===== config.mk =====
export PLATFORM = sky130hd
export DESIGN_NAME = uart_apb_tx
export DESIGN_NICKNAME = d
export VERILOG_FILES = /design/src/rtl/uart_apb_pkg.sv /design/src/rtl/uart_apb_baud_tick.sv /design/src/rtl/uart_apb_tx.sv
export SDC_FILE = /design/constraint.sdc
export NUM_CORES = 1
export LEC_CHECK = 0
export ABC_AREA = 1
export CAP_MARGIN = 20
export CORE_MARGIN = 2
export CORE_UTILIZATION = 40
export DETAILED_ROUTE_END_ITERATION = 7
export GPL_TIMING_DRIVEN = 0
export PLACE_DENSITY = 0.71
export SLEW_MARGIN = 40
export SYNTH_ARGS = -nofsm -noshare
export SYNTH_HDL_FRONTEND = slang
export SYNTH_SLANG_ARGS = --single-unit
export TNS_END_PERCENT = 100

===== constraint.sdc =====
create_clock -name clk -period 2.17 [get_ports clk]
set_input_delay 0.5425 -clock clk [delete_from_list [all_inputs] [get_ports clk]]
set_output_delay 0.5425 -clock clk [all_outputs]
set_load 0.05 [all_outputs]

===== src/rtl/uart_apb_pkg.sv =====
// Shared types and constants for the UART APB serial path.
// UART_APB_TX_PARITY_EN adds the PARITY state to the FSM encoding.
package uart_apb_pkg;

  localparam int unsigned BAUD_W_DEF   = 20;
  localparam int unsigned DATA_LEN_8   = 8;
  localparam int unsigned DATA_LEN_10  = 10;
  localparam logic        IDLE_LVL_DEF = 1'b1;

  typedef enum logic [2:0] {
    ST_IDLE   = 3'd0,
    ST_START  = 3'd1,
    ST_DATA   = 3'd2,
`ifdef UART_APB_TX_PARITY_EN
    ST_PARITY = 3'd3,
`endif
    ST_STOP   = 3'd4
  } state_e;

endpackage


===== src/rtl/uart_apb_baud_tick.sv =====
// Bit timer: counts 0..max(div,1)-1 while enabled and pulses tick_o on the wrap.
// Shared between the transmitter and a future receiver.
module uart_apb_baud_tick #(
  parameter int unsigned BAUD_W = 20
) (
  input  logic              clk_i,
  input  logic              rst_i,
  input  logic              clr_i,
  input  logic              en_i,
  input  logic [BAUD_W-1:0] div_i,
  output logic              tick_o
);

  logic [BAUD_W-1:0] cnt_q;
  logic [BAUD_W-1:0] lim;

  // A divisor of 0 behaves as 1, so the limit never underflows.
  assign lim    = (div_i == '0) ? '0 : div_i - BAUD_W'(1);
  assign tick_o = en_i && (cnt_q == lim);

  always_ff @(posedge clk_i) begin
    if (rst_i || clr_i) begin
      cnt_q <= '0;
    end else if (en_i) begin
      cnt_q <= tick_o ? '0 : cnt_q + BAUD_W'(1);
    end
  end

endmodule


===== src/rtl/uart_apb_tx.sv =====
// Frame transmitter: start bit, 8/10 data bits LSB-first, optional even parity, stop bit.
// Define UART_APB_TX_PARITY_EN to insert the parity bit.
module uart_apb_tx
  import uart_apb_pkg::*;
#(
  parameter int unsigned BAUD_W   = BAUD_W_DEF,
  parameter logic        IDLE_LVL = IDLE_LVL_DEF
) (
  input  logic              clk,
  input  logic              rst,
  input  logic              set,
  input  logic [9:0]        din,
  input  logic              mode,
  input  logic [BAUD_W-1:0] baud,
  output logic              tx,
  output logic              busy,
  output logic              done
);

  state_e            state_q;
  logic              set_q;
  logic [9:0]        shift_q;
  logic              mode_q;
  logic [BAUD_W-1:0] baud_q;
  logic [3:0]        bitcnt_q;
  logic              tx_q;
  logic              busy_q;
  logic              req;
  logic              last_bit;
  logic              tick;
`ifdef UART_APB_TX_PARITY_EN
  logic              par_q;
`endif

  assign req      = set & ~set_q;
  assign last_bit = (bitcnt_q == (mode_q ? 4'(DATA_LEN_10 - 1) : 4'(DATA_LEN_8 - 1)));

  uart_apb_baud_tick #(
    .BAUD_W (BAUD_W)
  ) u_tick (
    .clk_i  (clk),
    .rst_i  (rst),
    .clr_i  (state_q == ST_IDLE),
    .en_i   (state_q != ST_IDLE),
    .div_i  (baud_q),
    .tick_o (tick)
  );

  always_ff @(posedge clk) begin
    if (rst) begin
      state_q  <= ST_IDLE;
      set_q    <= 1'b0;
      shift_q  <= '0;
      mode_q   <= 1'b0;
      baud_q   <= '0;
      bitcnt_q <= '0;
      tx_q     <= IDLE_LVL;
      busy_q   <= 1'b0;
`ifdef UART_APB_TX_PARITY_EN
      par_q    <= 1'b0;
`endif
    end else begin
      set_q <= set;
      case (state_q)
        ST_IDLE: begin
          if (req) begin
            shift_q  <= din;
            mode_q   <= mode;
            baud_q   <= baud;
            bitcnt_q <= '0;
`ifdef UART_APB_TX_PARITY_EN
            par_q    <= mode ? ^din : ^din[7:0];
`endif
            tx_q     <= 1'b0;
            busy_q   <= 1'b1;
            state_q  <= ST_START;
          end
        end
        ST_START: begin
          if (tick) begin
            tx_q    <= shift_q[0];
            state_q <= ST_DATA;
          end
        end
        ST_DATA: begin
          // tx is registered, so the next bit is taken from shift_q[1] before the shift lands.
          if (tick) begin
            shift_q  <= shift_q >> 1;
            bitcnt_q <= bitcnt_q + 4'd1;
            if (last_bit) begin
`ifdef UART_APB_TX_PARITY_EN
              tx_q    <= par_q;
              state_q <= ST_PARITY;
`else
              tx_q    <= IDLE_LVL;
              state_q <= ST_STOP;
`endif
            end else begin
              tx_q <= shift_q[1];
            end
          end
        end
`ifdef UART_APB_TX_PARITY_EN
        ST_PARITY: begin
          if (tick) begin
            tx_q    <= IDLE_LVL;
            state_q <= ST_STOP;
          end
        end
`endif
        ST_STOP: begin
          if (tick) begin
            busy_q  <= 1'b0;
            state_q <= ST_IDLE;
          end
        end
        default: begin
          tx_q    <= IDLE_LVL;
          busy_q  <= 1'b0;
          state_q <= ST_IDLE;
        end
      endcase
    end
  end

  assign tx   = tx_q;
  assign busy = busy_q;
  // Completion is the wrap cycle of STOP, one cycle ahead of busy falling.
  assign done = (state_q == ST_STOP) && tick;

endmodule


---- Word level (Yosys, flattened, before mapping) ----
Cells that the tools add are included.
storage, ports and cells
  register bits ........................... 61
  latch bits .............................. 0
  bits in writable memories ............... 0
  ROM bits ................................ 0
  input bits .............................. 34
  logic and storage cells ................. 62
  memories ................................ 0
cells by class
  $add $sub $neg .......................... 3
  multipliers ............................. 0
  divide/modulo/power cells ............... 0
  $lt $le $gt $ge ......................... 0
  equality and inequality tests ........... 10
  shift operators ......................... 0
  muxes and demuxes ....................... 23
  bitwise logic cells ..................... 4
  reduce and logical (&&, ||, !) cells .... 13
operators by type and width
  operator               number
  $mux 20                2
  $add 20x1->20 const B  1
  $eq 20x20->1           1
  $logic_not 20->1       1
  $mux 10                2
  $pmux 10 s2            1
  $sub 20x1->20 const B  1
  $mux 3                 5
  $mux 4                 3
  $pmux 3 s4             1
  $ne 2x2->1 const B     5
  $pmux 4 s2             1
  $mux 1                 6
  $reduce_and 3->1       2
  $reduce_and 5->1       1
  $add 4x1->4 const B    1
  $eq 4x4->1             1
  $pmux 1 s4             1
  $reduce_and 4->1       1
  $eq 3x1->1 const B     1
  $eq 3x2->1 const B     1
  $eq 3x3->1 const B     1
  $logic_not 3->1        1
  $not 1->1              3
  other kinds (8)        9

---- Logic depth before layout (Yosys ltp) ----
Gate-level depths: netlist (run 1).
  word-level depth ........................ 6
  depth in mapped cells ................... 20

---- Cells and area by module ----
A second synthesis (run 1) with hierarchy kept.
unflattened totals
  cells, all modules ...................... 604
  area total of the unflattened synthesis .. 3,783.6 um^2
by module, submodules not included
  module              times used  cells an instance  area an instance (um^2)
  uart_apb_baud_tick  1           356                2,003.2
  uart_apb_tx         1           248                1,780.5

---- Least setup slack after synthesis (run 1) ----
Ideal clock, no wire load.
  kind .................................... register to output
  start ................................... register baud_q[0]
  end ..................................... output done
  arrival time ............................ 2,111 ps
  required time ........................... 1,627 ps
  slack ................................... -484 ps
  cell stages (with the launch flop) ...... 13
  cells stage by stage .................... dfxtp_1 inv_2 ha_1 nand2_2 nor2_4 nand3_4 buf_2 nand3_1 nand2_1 nor2_1 nand4_1 nor4_1 and3_1
between the ends
  longest elaborated chain between the ends .. 5
  elaborated cells on any way between the ends .. 6
  classes of those cells .................. add/sub (1); eq/ne (1); mux (1); reduce/logical (3)
ends and longest elaborated chain
  element                                                   line                      source
  from (decl)                                               uart_apb_tx.sv:24         logic [BAUD_W-1:0] baud_q;
  from (signal assigned)                                    uart_apb_tx.sv:69         baud_q <= baud;
  $sub 20x1->20 / $logic_not 20->1 (equally long branches)  uart_apb_baud_tick.sv:18  assign lim = (div_i == '0) ? '0 : div_i - BAUD_W'(1);
  $mux 20 (*)                                               uart_apb_baud_tick.sv:18
  $eq 20x20->1 (*)                                          uart_apb_baud_tick.sv:19  assign tick_o = en_i && (cnt_q == lim);
  $logic_and 1x1->1 (*)                                     uart_apb_baud_tick.sv:19
  $logic_and 1x1->1 (*)                                     uart_apb_tx.sv:129        assign done = (state_q == ST_STOP) && tick;
  to (decl)                                                 uart_apb_tx.sv:17         output logic done
Mark *: on every way between the ends. The rest lies on a longest branch, timed or not.

---- Worst setup path in the final report (run 1) ----
Same ends and word-level chain as after synthesis.

==> results.md, run 1 <==
- Syn. warnings: 0
- Worst-path maximum fanout: 6
- Post-synth top flop: dfxtp_1
- Final hold violations: 0
- Worst min-delay path class: reg2reg
- WL final: between 10000 and 15000 µm
- Max incr delay on CP: 0.34 ns
- Minimum clock period: around 3 ns
- Syn Inst Count: 575
- DRT iter0 DRCs: 144
- Worst reg2reg setup slack: -0.39 ns
- P_leak: 2.147 nW
- Top cell by count, worst path: buf_8
- #FFs+latches synth: 61
- Routed Antenna Nets: 0
- FF-to-FF End: state_q[1]
- P per Cell Area: ~1300 nW/µm²
- Global-route usage over all layers: 20.95%
- Skew-Pair Late Insertion Delay: ~0.35 ns
- CTS Buffer Depth: 2
- Pin count of the biggest net entering global routing: 12
- Critical path cell sequence: inv_4 > ha_4 > nand2_4 > nor2_4 > nand3_4 > buf_8 > buf_6 > nand3_2 > nand2_2 > nand2_1 > nor2_1 > nand4_1 > nor4_2 > and3_4 > buf_8
- Fin crit share: 138.7%
- Starting Density: a little over two fifths
- Number of global-route vias before repair: between 3000 and 4000
- Setup ws final: -0.8394 ns
- CTS tree: built
- Crit end category: primary output
- Top cells by area, synth: dfxtp_1 33%, nand2_1 14%, inv_1 7.3%, nand3_1 7.3%, nor2_1 7.2%
- # rows: 34
- Root Driver: clkbuf_8
- Area taken by multi-input logic gates: 2310 µm²
- Hold path start: shift_q[6]
- IO Port Bufs: 36
- # fillers: a little over 800
- Post-DP Area: 4172 µm²
- # nets final: 688
- Startpoint Class: flip-flop
- Seq/Total Area, Yosys: 33.47%
- DRC viols: 0
- Failing checks: negative setup slack
- Remaining global-route overflow: 0
- Worst Path Required: 1.63 ns
- Reg2reg path depth: 17
- Max-Slew Margin vs Limit: a little under three fifths
- Clock transition at path regs: 0.08 ns
- Reg area: 1227 µm²
- Htree depth: 3
- Status: finished, violations left
- Post-synth EDFFs: 0
- Synthesized area per cell: 6.345 µm²
- P&R area growth vs syn: 35.01%
- Top cell type's share of synthesized area: 33.47%
- Hold Path End: shift_q[6]
- Hold Path Depth: 2
- Worst hold slack: ~0.45 ns
- Die Span Y: 99.51 µm
- CTS Sinks: 61
- Post-synth cell types: 35
- Critical Path AT: 2.47 ns
- GP Congestion: about 0.88
- Per-cell routed wire length: 13.39 µm
- Initial antenna violation count: 0
- First-pass GRT wire length: approximately 17000 µm
- Worst Tran Pin Value: 0.6698 ns
- Async set or reset register ratio after synthesis: 0%
- Mapped Area: 3648 µm²
- Die ar.: ~9900 µm²
- TritonCTS Buffers: 9
- N_diodes: 0
- Max Clock Freq: 332.3 MHz
- Setup violations, final: 40
- Max-cap viol count: 0
- First-pass iteration count of the detailed router: 4
- Peak VDD IR: 0.6731 mV
- Vias per cell: 5.217
- RSZ-0062 raised after global routing: true
- R2r startpoint: baud_q[6]
- Clock skew: about 0.013 ns
- Via count: 3986
- Total I/O pin count: 37
- Die X: ~100 µm
- Core footprint: between 8000 and 9000 µm²
- Final Max Tran Viols: 0
- CTS Hold Bufs: 0
- Proportion of layout cells with a drive suffix above 1: 18.90%
- Worst Setup Path Type: reg2out
- Slowest CP cell: dfxtp_2
- DP Wirelength: 7621 µm
- Finished Core Util: roughly 56%
- Post-route cell area: 4926 µm²
- Syn nets: 612
- Synth area leader: dfxtp_1
[logic make-up (layout without fill, tap and decap cells)]
family	after synthesis	count (layout)	share of synthesized area, %
AOI/OAI and AO/OA	93	93	13.61
xor gates and xnor gates	13	13	3.121
adders and majority gates	3	3	1.029
buffers and inverters	92	173	10.25
DFF	61	61	33.47
and+or+nand+nor	313	313	38.51
[what timing repair did]
action	4_1_cts	5_1_grt
setup endpoints to repair	40	40
resized for setup	48	41
buffers inserted	12	14
pin swaps	14	22
cloned	3	0
[placed cells by master, fill, tap and decap left out, types with 3 or more instances in the layout]
cell type,Yosys,layout
nand3_2,0,5
nor3_1,10,7
o21ai_1,7,6
dfxtp_2,0,5
nand2_1,137,126
nor2_2,5,12
nor2_4,3,7
nand3_1,53,47
buf_8,0,3
clkbuf_8,0,9
a21oi_2,3,5
clkdlybuf4s50_1,0,35
dfxtp_1,61,56
o21ai_2,0,4
o21ai_0,39,35
nand2_2,4,11
inv_2,2,3
nand2_4,2,5
nand3b_1,4,4
clkbuf_1,10,11
buf_6,3,12
xor2_1,13,13
buf_4,1,20
a21oi_1,38,35
nand4_1,18,18
nor2_1,70,59
inv_1,71,69
[power by group]
group / internal [mW] / leakage (nW) / switching [mW]
combinational: 1.53 / 1.54 / 2.26
sequential: 1.37 / 0.501 / 0.186
clock: 0.647 / 0.110 / 0.471
total: 3.55 / 2.15 / 2.92
[worst max-delay path, delay by kind of cell (launching register included)]
kind                     cells  cell delay (ns)
adder cells (fa/ha/maj)      1             0.16
AND/OR/NAND/NOR             10             1.17
flip-flops                   1             0.34
buffers and inverters        4             0.45
[registers in the layout (all words and copies together), names as in the netlist]
name and count:
baud_q 20, tx 1, u_tick.cnt_q 20, shift_q 10, mode_q 1, state_q 3, bitcnt_q 4, busy 1
set_q 1
[how the worst max path moves through the flow]
stage	to	start	cells after the start
5_1_grt	done	baud_q[1]	14
3_3_place_gp	done	baud_q[5]	12
6_report	done	baud_q[0]	15
2_1_floorplan	done	baud_q[0]	14
3_5_place_dp	done	baud_q[5]	12
4_1_cts	done	baud_q[0]	15
[layer usage]
metal  global-route usage, %  vias to the layer above  share of wire (%)  wire length, µm
met1                   24.08                     1838                 43             4373
met4                   7.376                        0                1.8              181
met2                   38.36                      105                 51             5182
met5                       0                        -                  0                0
li1                        -                     2024                  -                -
met3                   4.216                       19                4.8              490
[synthesized netlist by cell type, types with 4 or more instances]
cell type / n
nand2_1: 137
inv_1: 71
nor2_1: 70
dfxtp_1: 61
nand3_1: 53
o21ai_0: 39
a21oi_1: 38
nand4_1: 18
xor2_1: 13
clkbuf_1: 10
nor3_1: 10
o21ai_1: 7
nor2_2: 5
nand2_2: 4
nand3b_1: 4
[metrics by stage]
| stage | setup TNS [ns] | setup WS (ns) | instances | power (mW) |
|---|---|---|---|---|
| detailed placement | -13.19 | -1.328 | 719 | 4.511 |
| floorplan | -0.2899 | -0.2899 | 575 | 3.819 |
| global placement | -11.42 | -1.362 | 719 | 4.462 |
| global route | -19.28 | -1.007 | 764 | 6.953 |
| CTS | -8.468 | -0.8290 | 750 | 6.107 |
| finish | -13.25 | -0.8394 | 764 | 6.467 |
[final cells by class]
cell class | instances | share of cell area [%]
Sequential cell | 61 | 24.92
Multi-Input combinational cell | 422 | 46.89
Clock buffer | 10 | 2.591
Timing Repair Buffer | 65 | 12.95
Tap cell | 108 | 2.743
Clock inverter | 6 | 1.778
Buffer | 18 | 2.438
Inverter | 74 | 5.690
Power figures use the tool's default switching activity.
==> inputs of run 2 (changes only) <==
--- a/config.mk
+++ b/config.mk
@@ -8,10 +8,10 @@
 export ABC_AREA = 1
 export CAP_MARGIN = 20
 export CORE_MARGIN = 2
-export CORE_UTILIZATION = 40
+export CORE_UTILIZATION = 43
 export DETAILED_ROUTE_END_ITERATION = 7
 export GPL_TIMING_DRIVEN = 0
-export PLACE_DENSITY = 0.71
+export PLACE_DENSITY = 0.75
 export SLEW_MARGIN = 40
 export SYNTH_ARGS = -nofsm -noshare
 export SYNTH_HDL_FRONTEND = slang
==> run 2 against run 1 <==
Against the previous run:
- the run still ends with negative setup slack left
- combinational power increased by 8.4%
- first-iteration DRC count up 76%
- core utilization up 6.1 points
- largest power group unchanged
- sequential power is essentially flat
- critical path type unchanged
- wire length is 10% higher
- non-clock buffer count is 1 higher
- cell area up 4.0%
- global-route usage rose by 3.5 points
- die area fell by 6.7%
==> results.md, run 2 (same netlist as run 1, synthesis figures left out) <==
- Status: finished, violations left
- Failing checks: negative setup slack
- Starting Density: 44.40%
- P_sw: 3.175 mW
- Startpoint Class: flip-flop
- Initial antenna violation count: 0
- P_leak: around 2.2 nW
- Core footprint: 8217 µm²
- Hold path start: shift_q[7]
- Worst hold slack: ~0.45 ns
- N_diodes: 0
- Total I/O pin count: 37
- Commonest non-fill, non-tap cell in the layout: nand2_1
- P per Cell Area: 1364 nW/µm²
- Pwr Total: 6.985 mW
- Worst Setup Path Type: reg2out
- Proportion of layout cells with a drive suffix above 1: 21.73%
- Minimum clock period: about 3.2 ns
- Top flop regs: baud_q: 20 flops, u_tick.cnt_q: 20 flops, shift_q: 10 flops
- Internal: 3.810 mW
- Root Driver: clkbuf_8
- Switching Share: a little under half
- Reg area: between 1000 and 1500 µm²
- DP Wirelength: roughly 7300 µm
- Max-Slew Margin vs Limit: 46.97%
- Die X: 96.12 µm
- Dpl ws: -1.414 ns
- Clock skew: 0.009474 ns
- R2r startpoint: baud_q[4]
- Clock group share of total power: around a fifth
- P&R area growth vs syn: 40.40%
- # rows: 33
- Die Span Y: ~96 µm
- Number of global-route vias before repair: slightly below 4000
- Global-route usage over all layers: 24.47%
- Hold Path Depth: 2
- Area taken by multi-input logic gates: 2421 µm²
- Most frequent cells in the layout: 120 x nand2_1, 69 x inv_1, 61 x nor2_1, 55 x dfxtp_1, 47 x nand3_1
- Routed Antenna Nets: 0
- Setup ws final: -1.057 ns
- Worst Tran Pin Value: between 0.7 and 0.8 ns
- Worst-path maximum fanout: 4
- First-pass GRT wire length: approximately 18000 µm
- Htree depth: 3
- Skew-Pair Late Insertion Delay: 0.34 ns
- Remaining global-route overflow: 0
- Seq pwr share: 22.5%
- Max-cap viol count: 0
- Fin crit share: 148.7%
- FF-to-FF End: state_q[1]
- Clock transition at path regs: about 0.070 ns
- Reg2reg path depth: 19
- # fillers: between 700 and 800
- Peak VDD IR: between 0.7 and 0.8 mV
- IO Port Bufs: 36
- Die ar.: around 9000 µm²
- RSZ-0062 raised after global routing: true
- Final hold violations: 0
- DRT iter0 DRCs: 254
- WL final: 11250 µm
- Setup TNS: -20.63 ns
- Crit end category: primary output
- Vias per cell: approximately 5.5
- CTS tree: built
- Comb power frac: 58.8%
- Pin count of the biggest net entering global routing: 12
- First-pass iteration count of the detailed router: 8
- TritonCTS Buffers: 9
- Via count: 4190
- Worst reg2reg setup slack: -0.61 ns
- Worst min-delay path class: reg2reg
- # nets final: between 600 and 700
- Final Max Tran Viols: 0
- GP Congestion: 0.9849
- CTS Sinks: 61
- CTS Buffer Depth: 2
- DRC viols: 0
- Setup violations, final: 40
- Max Clock Freq: 309.8 MHz
- Worst Path Required: 1.63 ns
- CTS Hold Bufs: 0
- Critical Path AT: about 2.7 ns
- Per-cell routed wire length: 14.74 µm
- Hold Path End: shift_q[7]
==> run 2: stage by stage <==
stage | std cells | utilization [%] | cell area [µm²]
after floorplan | 575 | - | 3676
after global placement | 716 | 50.72 | 4168
after detailed placement | 716 | 50.72 | 4168
after CTS | 751 | 58.96 | 4845
after global routing | 763 | 62.34 | 5122
final | 763 | 62.34 | 5122
==> run 2: worst max-delay path by stage <==
stage | start | to | slack, ns | cells past startpoint
floorplan | baud_q[0] | done | -0.29 | 14
global placement | baud_q[5] | done | -1.32 | 14
detailed placement | baud_q[5] | done | -1.41 | 12
CTS | baud_q[0] | done | -0.89 | 15
global route | baud_q[4] | done | -1.16 | 14
finish | baud_q[4] | done | -1.06 | 14
==> run 2: repair_timing <==
item / in CTS / in global routing
endpoints found under the setup margin: 40 / 40
resized for setup: 79 / 40
pin swaps: 20 / 27
gates cloned: 4 / 0
buffers inserted: 15 / 12
==> run 2: routing by layer <==
layer	part of all wire (%)	wire length, µm	GRT usage [%]	vias up
met5	0	0	0	-
met4	3.3	371	8.929	0
met3	6.9	771	6.030	44
met2	50	5604	44.16	162
met1	40	4499	27.68	1957
li1	-	-	-	2027
==> run 2: final cells by class <==
cell class	count	area share, %
clock buffer	11	2.956
buffer	18	2.418
timing repair buffer	66	13.21
multi-input combinational	423	47.26
inverter	74	5.520
clock inverter	5	2.076
tap	105	2.565
sequential	61	23.99
==> run 2: power groups by stage <==
| stage | sequential [mW] | combinational (mW) | clock (mW) |
|---|---|---|---|
| 3_3_place_gp | 1.55 | 2.86 | 0 |
| 5_1_grt | 1.60 | 4.49 | 1.36 |
| 4_1_cts | 1.54 | 3.58 | 1.31 |
| 3_5_place_dp | 1.56 | 2.93 | 0 |
| 6_report | 1.57 | 4.11 | 1.30 |
| 2_1_floorplan | 1.56 | 2.26 | 0 |
==> run 2: worst max-delay path: stages (launching register included) <==
cell and delay [ns]:
dfxtp_1 0.36, nor2_1 0.16, nand2_2 0.11, nor2_4 0.19, nand3_4 0.15, buf_8 0.17, nand2_4 0.05, nand2_2 0.05
nand2_2 0.08, nand3_2 0.07, nor2_1 0.12, nand4_1 0.17, nor4_4 0.28, and3_4 0.23, buf_8 0.14
